<file path="config.mk">
export PLATFORM = sky130hd
export DESIGN_NAME = arbitro_rr_flat
export DESIGN_NICKNAME = d
export VERILOG_FILES = /design/src/rtl/arbitro_rr_if.sv /design/src/rtl/arbitro_rr.sv /design/src/flat_wrapper.sv
export SDC_FILE = /design/constraint.sdc
export NUM_CORES = 1
export LEC_CHECK = 0
export CORE_ASPECT_RATIO = 1.2
export CORE_MARGIN = 3
export CORE_UTILIZATION = 54
export DETAILED_ROUTE_END_ITERATION = 10
export PLACE_DENSITY = 0.81
export SYNTH_ARGS = -nofsm -noshare
export SYNTH_HDL_FRONTEND = slang
export SYNTH_SLANG_ARGS = --single-unit
</file>
<file path="constraint.sdc">
create_clock -name clk -period 4.4 [get_ports clk]
set_clock_uncertainty 0.2 [all_clocks]
set_input_delay 1.1 -clock clk [delete_from_list [all_inputs] [get_ports clk]]
set_output_delay 1.1 -clock clk [all_outputs]
set_load 0.02 [all_outputs]
</file>
<file path="src/rtl/arbitro_rr_if.sv">
// Request/grant bundle between the requesting units (master) and the round-robin arbiter (slave).
interface arbitro_rr_if;
  logic [3:0] R;
  logic       Done;
  logic [3:0] Grant;
  logic [1:0] Grant_num;
  logic       Av;
  logic       Timeout;

  modport master (output R, Done, input Grant, Grant_num, Av, Timeout);
  modport slave  (input R, Done, output Grant, Grant_num, Av, Timeout);
endinterface

</file>
<file path="src/rtl/arbitro_rr.sv">
// Four-way round-robin arbiter with ownership hold, explicit release, hold timeout
// and a one-cycle turnaround gap after each release.
//
// state  | meaning
// IDLE   | resource free, arbitrating R from the rotating pointer
// BUSY   | Grant_num owns the resource, hold counter running
// GAP    | one-cycle bus turnaround after a release
module arbitro_rr #(
  parameter int MAX_HOLD = 16
) (
  input  logic         clk,
  input  logic         rst,
  arbitro_rr_if.slave  bus
);

  localparam int HOLD_W = $clog2(MAX_HOLD);
  localparam logic [HOLD_W-1:0] HOLD_LAST = HOLD_W'(MAX_HOLD - 1);

  typedef enum logic [1:0] {
    S_IDLE = 2'd0,
    S_BUSY = 2'd1,
    S_GAP  = 2'd2
  } state_t;

  state_t            state_q;
  logic [1:0]        ptr_q;
  logic [HOLD_W-1:0] hold_cnt_q;
  logic [3:0]        grant_q;
  logic [1:0]        grant_num_q;
  logic              av_q;
  logic              timeout_q;

  logic [1:0]        win_d;
  logic              at_limit;
  logic              owner_req;
  logic              release_d;

  // Lowest offset from ptr wins; the loop runs downward so the nearest set bit is assigned last.
  function automatic logic [1:0] rr_pick(input logic [3:0] req, input logic [1:0] ptr);
    logic [1:0] idx;
    rr_pick = ptr;
    for (int i = 3; i >= 0; i--) begin
      idx = ptr + 2'(i);
      if (req[idx]) rr_pick = idx;
    end
  endfunction

  assign win_d     = rr_pick(bus.R, ptr_q);
  assign at_limit  = (hold_cnt_q == HOLD_LAST);
  assign owner_req = bus.R[grant_num_q];
  assign release_d = bus.Done | ~owner_req | at_limit;

  always_ff @(posedge clk or posedge rst) begin
    if (rst) begin
      state_q     <= S_IDLE;
      ptr_q       <= 2'd0;
      hold_cnt_q  <= '0;
      grant_q     <= 4'b0000;
      grant_num_q <= 2'd0;
      av_q        <= 1'b1;
      timeout_q   <= 1'b0;
    end else begin
      timeout_q <= 1'b0;
      case (state_q)
        S_IDLE: begin
          if (|bus.R) begin
            grant_q     <= 4'b0001 << win_d;
            grant_num_q <= win_d;
            av_q        <= 1'b0;
            hold_cnt_q  <= '0;
            state_q     <= S_BUSY;
          end
        end
        S_BUSY: begin
          if (release_d) begin
            grant_q     <= 4'b0000;
            grant_num_q <= 2'd0;
            av_q        <= 1'b1;
            ptr_q       <= grant_num_q + 2'd1;
            hold_cnt_q  <= '0;
            // Forced release only when the limit is the sole cause.
            timeout_q   <= at_limit & ~bus.Done & owner_req;
            state_q     <= S_GAP;
          end else begin
            hold_cnt_q  <= hold_cnt_q + HOLD_W'(1);
          end
        end
        S_GAP: begin
          state_q <= S_IDLE;
        end
        default: begin
          state_q <= S_IDLE;
        end
      endcase
    end
  end

  assign bus.Grant     = grant_q;
  assign bus.Grant_num = grant_num_q;
  assign bus.Av        = av_q;
  assign bus.Timeout   = timeout_q;

endmodule

</file>
<file path="src/flat_wrapper.sv">
// flat-port wrapper written by rule: the top's interface ports become plain ports
module arbitro_rr_flat 
#(
  parameter int MAX_HOLD = 16
)
  (clk, rst, bus_R, bus_Done, bus_Grant, bus_Grant_num, bus_Av, bus_Timeout);
  arbitro_rr_if bus_i ();
  input  logic clk;
  input  logic rst;
  input wire logic [$bits(bus_i.R)-1:0] bus_R;
  input wire logic [$bits(bus_i.Done)-1:0] bus_Done;
  output wire logic [$bits(bus_i.Grant)-1:0] bus_Grant;
  output wire logic [$bits(bus_i.Grant_num)-1:0] bus_Grant_num;
  output wire logic [$bits(bus_i.Av)-1:0] bus_Av;
  output wire logic [$bits(bus_i.Timeout)-1:0] bus_Timeout;
  assign bus_i.R = bus_R;
  assign bus_i.Done = bus_Done;
  assign bus_Grant = bus_i.Grant;
  assign bus_Grant_num = bus_i.Grant_num;
  assign bus_Av = bus_i.Av;
  assign bus_Timeout = bus_i.Timeout;
  arbitro_rr #(.MAX_HOLD(MAX_HOLD)) u_core (.clk(clk), .rst(rst), .bus(bus_i));
endmodule
</file>
==> summary.md, run 1 <==
| Metric | Value |
|---|---|
| Die height | `50.18 µm` |
| Pin count of the biggest net entering global routing | `17` |
| Pwr per Cell Area | `622.9 mW/mm²` |
| Switching share of total power | `39.07%` |
| Min-Delay Path Class | `flip-flop to flip-flop` |
| Post-detailed-route count of antenna-violating nets | `0` |
| Depth of the worst register-to-register path | `4` |
| Core outline area | `0.001483 mm²` |
| Clock tree from TritonCTS | `built` |
| Number of enable-type register cells in the synthesized netlist | `0` |
| Hold buffers post-CTS | `0` |
| Vias after detailed routing | `685` |
| First-pass detailed-route iteration total | `4` |
| Proportion of netlist area held by the largest area contributor | `42.74%` |
| Vias in the first global route | `724` |
| Share of total power in combinational logic | `47.2%` |
| Data arrival time of the worst path | `1470 ps` |
| Fraction of layout cells with a size suffix above 1 | `16.33%` |
| Unique masters post-synth | `40` |
| Part of the power in registers | `38.1%` |
| CTS Buffer Depth | `2` |
| Critical Path Sink | `bus_Grant_num[0]` |
| Count of buffering cells on the critical path with inverters included | `1` |
| Worst stage delay on the critical path | `670 ps` |
| Most numerous cell in the Yosys netlist | `dfrtp_1` |
| Capture instance of the worst register-to-register path | `u_core.ptr_q[1]$_DFFE_PP0P_` |
| Worst hold margin | `299.9 ps` |
| I/O pin total | `15` |
| Minimum period implied by the final worst setup slack | `2767 ps` |
| Part of the Yosys area used for sequential elements | `45.73%` |
| Worst skew pair latency | `290 ps` |
| Cells after synthesis | `80` |
| Yosys warning total | `0` |
| Largest cells by area after synthesis | `dfrtp_1, mux2_4, inv_1` |
| Setup repair after global routing missed its margin | `no` |
| Number of antenna violations at the first check in global routing | `0` |
| #FFs+latches synth | `16` |
| Stages on worst setup path | `1` |
| Post-route clock period utilization | `62.88%` |
| Worst path slowest cell | `clkdlybuf4s50_1` |
| CTS Buf Count | `3` |
| Synthesized-area fraction occupied by ao, oa, aoi and oai cells | `24.36%` |
| Cell taking the most area after synthesis | `dfrtp_1` |
| Critical Path, Cell by Cell | `clkdlybuf4s50_1` |
| Summed negative setup slack over all endpoints | `0 ps` |
| Required time at the endpoint of the critical path | `3100 ps` |
| Critical Setup Path Class | `flip-flop to output port` |
| Clock transition at the register clock pins on the worst setup and hold paths after CTS | `90 ps` |
| Top Family by Delay on Critical Path | `buffers and inverters` |
| Dominant combinational cell family by area after synthesis | `compound AO/OA/AOI/OAI gates` |
| Final layout net count | `107` |
| Average detailed-routed wire length per instance | `16.01 µm` |
| Internal reg-to-reg setup slack | `2550 ps` |
| Synth async-reset ratio | `100.0%` |
| Syn Area/Cell | `10.98 µm²` |
| Layout overhead on the synthesized area | `22.51%` |
| Placer congestion estimate | `0.8013` |
| Diodes inserted | `0` |
| Post-place setup slack | `1442 ps` |
| Number of port buffers | `14` |
| Worst slew pin tran | `638.5 ps` |
| DR DRC count | `0` |
| Wire length of the first global-routing pass | `3222 µm` |
| Share of total power in the clock network | `14.7%` |
| Post-synthesis xor/xnor area fraction | `0.9972%` |
| Most used DFF post-synth | `dfrtp_1` |
| Ratio of routed vias to standard cells | `5.957` |
| Post-CTS setup buffer count | `0` |
| Residual overflow from global routing | `0` |
| Final HPWL from detailed placement | `1337 µm` |
| Type of destination of the critical path | `output port` |
| Top cell types by occurrence after synthesis | `dfrtp_1, inv_1, nor2b_1` |
| Max-capacitance violation count | `0` |
| Synthesized-area fraction occupied by and/or/nand/nor cells | `16.67%` |
| Status | `finished, final reports clean` |
| Depth of the CTS H-tree | `1` |
| LEAKAGE | `0.4569 nW` |
| Relative max-transition margin | `57.07%` |
| Final hold viol count | `0` |
| Clock Tree Root | `clkbuf_4` |
| Number of nets produced by synthesis | `88` |
| Maximum vdd ir drop | `355.6 µV` |
| Total Routing Usage GR | `19.52%` |
| Number of gates resized after CTS | `0` |
| Maximum achievable frequency | `0.3614 GHz` |
| Critical hold path startpoint | `u_core.bus.Grant[3]$_DFFE_PP0P_` |
| Number of slew-limit violations in the final report | `0` |
| Initial drt markers | `17` |
| # clock sinks | `16` |
| Total Wirelength | `1841 µm` |
| Crit path launch | `u_core.bus.Grant_num[0]$_DFFE_PP0P_` |
| Synthesized area | `878.3 µm²` |
| Cell internal pwr | `0.4084 mW` |
| Die Outline Area | `0.002148 mm²` |
| Number of placement rows | `15` |
| Least setup slack across all paths after layout | `1633 ps` |
| Critical path launch point type | `flip-flop` |
| Post-synthesis mux area share | `7.407%` |
| Overall die width | `42.82 µm` |
| Critical register-to-register path startpoint | `u_core.bus.Grant_num[0]$_DFFE_PP0P_` |
| Initial Utilization | `59.24%` |
| Psw | `0.2619 mW` |
| Worst-path maximum fanout | `6` |
| Total of endpoints with negative setup slack in the final report | `0` |
| Adder and majority cell fraction of the synthesized area | `1.425%` |
[flip-flops by register name (all words and copies together), names as in the netlist]
register and flops:
u_core.bus.Grant 4, u_core.hold_cnt_q 4, u_core.bus.Grant_num 2, u_core.ptr_q 2
u_core.state_q 2, u_core.bus.Av 1, u_core.bus.Timeout 1
[kinds of logic (layout without fill, tap and decap cells)]
family,count (synthesis),after routing
DFF,16,16
AOI/OAI and AO/OA,26,26
xor gates and xnor gates,1,1
adders and majority gates,1,1
buffers and inverters,8,26
and+or+nand+nor,23,23
muxes,5,5
[power by group through the flow]
stage / logic [mW] / registers, mW / clock network [mW]
3_5_place_dp: 0.316 / 0.258 / 0
3_3_place_gp: 0.309 / 0.256 / 0
2_1_floorplan: 0.183 / 0.281 / 0
4_1_cts: 0.318 / 0.256 / 0.0991
5_1_grt: 0.346 / 0.264 / 0.106
6_report: 0.316 / 0.256 / 0.0982
[layout make-up]
cell class	instances	area, µm²
multi-input combinational	56	446.7
tap	17	21.27
timing repair buffer	14	140.1
clock buffer	4	36.28
inverter	8	30.03
fill	115	406.6
sequential	16	401.6
[stage by stage]
step	std cells	util [%]	instance area (µm²)	power, mW
floorplan	80	-	878.3	0.4631
global placement	111	70.13	1040	0.5650
detailed placement	111	70.13	1040	0.5742
CTS	115	72.57	1076	0.6733
global route	115	72.57	1076	0.7168
finish	115	72.57	1076	0.6703
[how the worst min path moves through the flow]
stage	endpoint	slack, ps	cells after the start
floorplan	u_core.hold_cnt_q[0]$_DFFE_PP0P_	280	1
global placement	u_core.bus.Grant[3]$_DFFE_PP0P_	280	1
detailed placement	u_core.bus.Grant[1]$_DFFE_PP0P_	270	1
CTS	u_core.bus.Grant[3]$_DFFE_PP0P_	310	1
global route	u_core.bus.Grant[1]$_DFFE_PP0P_	320	1
finish	u_core.bus.Grant[3]$_DFFE_PP0P_	300	1
[metal layers]
| metal | GRT usage (%) | vias to the layer above | wire (µm) |
|---|---|---|---|
| met2 | 33.00 | 9 | 920 |
| met5 | 0 | - | 0 |
| met4 | 6.218 | 0 | 26 |
| met1 | 25.52 | 332 | 859 |
| met3 | 2.509 | 4 | 34 |
| li1 | - | 340 | - |
[layout by cell type, fill, tap and decap left out, drive strengths merged, types with 3 or more instances in the layout]
master,n
o21ai,5
clkdlybuf4s50,14
inv,8
clkbuf,4
dfrtp,15
o31ai,3
nor2b,4
mux2,3
(Power assumes the default switching activity.)
==> inputs of run 2 (changes only) <==
CORE_UTILIZATION = 46   (was 54)
PLACE_DENSITY = 0.74   (was 0.81)
clock period = 2.43 ns   (was 4.4 ns; I/O delays follow)
==> run 2 against run 1 <==
  * First-iteration DRC count shrank 65%
  * Flip-flop and latch count is the same
  * Utilization shrank 7.4 points
  * Hold slack gained 7.7 ps
  * Clock-buffer cell count is the same
  * Routed wire length grew 0.98%
  * Final area grew 4.3%
  * Power grew 86%
  * Sequential power grew 82%
==> summary.md, run 2 (synthesis results as in run 1) <==
| Metric | Value |
|---|---|
| DR DRC count | `0 (unchanged)` |
| Stages on worst setup path | `1 (unchanged)` |
| Detailed route wirelength on metal2 | `882 µm (-4.1%)` |
| Number of gates resized after CTS | `0 (unchanged)` |
| Relative max-transition margin | `60.05% (+3.0 points)` |
| Length of routed met3 wiring | `71 µm (+110%)` |
| Clock tree from TritonCTS | `built` |
| Critical register-to-register path startpoint | `u_core.bus.Grant_num[0]$_DFFE_PP0P_` |
| Average detailed-routed wire length per instance | `15.24 µm (-4.8%)` |
| Switching share of total power | `38.78% (-0.28 points)` |
| Share of total power in the clock network | `14.4% (-0.3 points)` |
| Min-Delay Path Class | `flip-flop to flip-flop` |
| Worst skew pair latency | `290 ps (about the same)` |
| Placer congestion estimate | `0.7746 (-3.3%)` |
| Number of slew-limit violations in the final report | `0 (unchanged)` |
| Diodes inserted | `0 (unchanged)` |
| Fin util | `65.19% (-7.4 points)` |
| Die Outline Area | `0.002472 mm² (+15%)` |
| Worst slew pin tran | `598.6 ps (-39.93 ps)` |
| Status | `finished, final reports clean` |
| Share of total power in combinational logic | `48.3% (+1.1 points)` |
| Depth of the worst register-to-register path | `4 (unchanged)` |
| # clock sinks | `16 (unchanged)` |
| Final hold viol count | `0 (unchanged)` |
| Clock transition at the register clock pins on the worst setup and hold paths after CTS | `100 ps (about the same)` |
| I/O pin total | `15 (unchanged)` |
| Pin count of the biggest net entering global routing | `17 (unchanged)` |
| Initial Utilization | `51.02% (-8.2 points)` |
| Top layer in use | `met4` |
| Total Wirelength | `1859 µm (+0.98%)` |
| Number of port buffers | `14 (unchanged)` |
| Max-capacitance violation count | `0 (unchanged)` |
| Final HPWL from detailed placement | `1402 µm (+4.9%)` |
| Fill cell total of the finished layout | `150 (+30%)` |
| CTS Buffer Depth | `2 (unchanged)` |
| Crit path launch | `u_core.bus.Grant_num[0]$_DFFE_PP0P_` |
| Clock Tree Root | `clkbuf_4` |
| Total Routing Usage GR | `18.36% (-1.2 points)` |
| Part of the power in registers | `37.3% (-0.8 points)` |
| Leading cell type in the layout, fill and taps excluded | `dfrtp_1` |
| Critical Setup Path Class | `flip-flop to output port` |
| Post-Route M1 WL | `871 µm (+1.4%)` |
| Final layout net count | `113 (+5.6%)` |
| Pwr per Cell Area | `1109 mW/mm² (+78%)` |
| Ratio of routed vias to standard cells | `5.779 (-3.0%)` |
| Internal reg-to-reg setup slack | `620 ps (-1930 ps)` |
| Total of endpoints with negative setup slack in the final report | `0 (unchanged)` |
| Initial drt markers | `6 (-11)` |
| Number of antenna violations at the first check in global routing | `0 (unchanged)` |
| Minimum period implied by the final worst setup slack | `2256 ps` |
| Data arrival time of the worst path | `1450 ps (-20 ps)` |
| Core outline area | `0.001722 mm² (+16%)` |
| Worst stage delay on the critical path | `660 ps (about the same)` |
| Post-route clock period utilization | `92.82%` |
| Vias in the first global route | `702 (-3.0%)` |
| Post-route total power | `1.245 mW (+86%)` |
| Top Family by Delay on Critical Path | `buffers and inverters` |
| Capture instance of the worst register-to-register path | `u_core.bus.Grant_num[1]$_DFFE_PP0P_` |
| Number of cells on the worst hold path | `1 (unchanged)` |
| Setup repair after global routing missed its margin | `no` |
| Required time at the endpoint of the critical path | `1620 ps (-1480 ps)` |
| Depth of the CTS H-tree | `1 (unchanged)` |
| Cell internal pwr | `0.7620 mW (+87%)` |
| Number of placement rows | `16 (+1)` |
| CTS Buf Count | `3 (unchanged)` |
| Psw | `0.4828 mW (+84%)` |
| Count of buffering cells on the critical path with inverters included | `1 (unchanged)` |
| Post-detailed-route count of antenna-violating nets | `0 (unchanged)` |
| Overall die width | `45.89 µm (+7.2%)` |
| Maximum vdd ir drop | `722.2 µV (+100%)` |
| Fraction of layout cells with a size suffix above 1 | `21.15% (+4.8 points)` |
| Residual overflow from global routing | `0 (unchanged)` |
| Hold buffers post-CTS | `0 (unchanged)` |
| LEAKAGE | `0.4866 nW (+6.5%)` |
| Critical path launch point type | `flip-flop` |
| Critical Path, Cell by Cell | `clkdlybuf4s50_1` |
| Worst-path maximum fanout | `6 (unchanged)` |
| First-pass detailed-route iteration total | `4 (unchanged)` |
| Maximum achievable frequency | `0.4434 GHz` |
| Type of destination of the critical path | `output port` |
| Post-CTS setup buffer count | `0 (unchanged)` |
| Vias after detailed routing | `705 (+2.9%)` |
| Wire length of the first global-routing pass | `3236 µm (+0.43%)` |
| Worst path slowest cell | `clkdlybuf4s50_1` |
| Die height | `53.87 µm (+7.3%)` |
| Layout overhead on the synthesized area | `27.78%` |
| Critical Path Sink | `bus_Grant_num[0]` |
| Most frequent cells in the layout | `dfrtp_1, clkdlybuf4s50_1, inv_1` |
## run 2: how the worst min path moves through the flow
stage,startpoint,to,slack [ps]
2_1_floorplan,u_core.hold_cnt_q[0]$_DFFE_PP0P_,u_core.hold_cnt_q[0]$_DFFE_PP0P_,280
3_3_place_gp,u_core.hold_cnt_q[0]$_DFFE_PP0P_,u_core.hold_cnt_q[0]$_DFFE_PP0P_,300
3_5_place_dp,u_core.bus.Grant[1]$_DFFE_PP0P_,u_core.bus.Grant[1]$_DFFE_PP0P_,280
4_1_cts,u_core.bus.Grant[1]$_DFFE_PP0P_,u_core.bus.Grant[1]$_DFFE_PP0P_,310
5_1_grt,u_core.bus.Grant[1]$_DFFE_PP0P_,u_core.bus.Grant[1]$_DFFE_PP0P_,330
6_report,u_core.bus.Grant[1]$_DFFE_PP0P_,u_core.bus.Grant[1]$_DFFE_PP0P_,310
## run 2: metal layers
| metal | GRT usage [%] | up-vias |
|---|---|---|
| li1 | - | 349 |
| met1 | 23.59 | 338 |
| met2 | 29.82 | 13 |
| met3 | 3.679 | 5 |
| met4 | 7.109 | 0 |
| met5 | 0 | - |
## run 2: area by class of cell
cell class / instances / area (µm²) / area share [%]
repair buffers: 20 / 185.2 / 16.50
clock buffers: 4 / 36.28 / 3.233
well taps: 18 / 22.52 / 2.007
inverters: 8 / 30.03 / 2.676
flip-flops and latches: 16 / 401.6 / 35.79
multi-input cells: 56 / 446.7 / 39.80
## run 2: metrics by stage
| step | TNS, ps | std cells | cell area [µm²] | setup WS (ps) | hold slack [ps] |
|---|---|---|---|---|---|
| global route | 0 | 122 | 1122 | 116.3 | 327.9 |
| floorplan | 0 | 80 | 878.3 | 582.0 | 278.6 |
| CTS | 0 | 122 | 1122 | 159.3 | 309.0 |
| global placement | 0 | 118 | 1086 | 28.16 | 300.4 |
| detailed placement | -3.454 | 118 | 1086 | -3.454 | 282.6 |
| finish | 0 | 122 | 1122 | 174.5 | 307.6 |
## run 2: power by group through the flow
stage,logic [mW],clock network [mW],registers [mW]
after floorplan,0.330,0,0.508
after global placement,0.592,0,0.465
after detailed placement,0.603,0,0.465
after CTS,0.608,0.182,0.462
after global routing,0.662,0.191,0.480
final,0.601,0.179,0.465
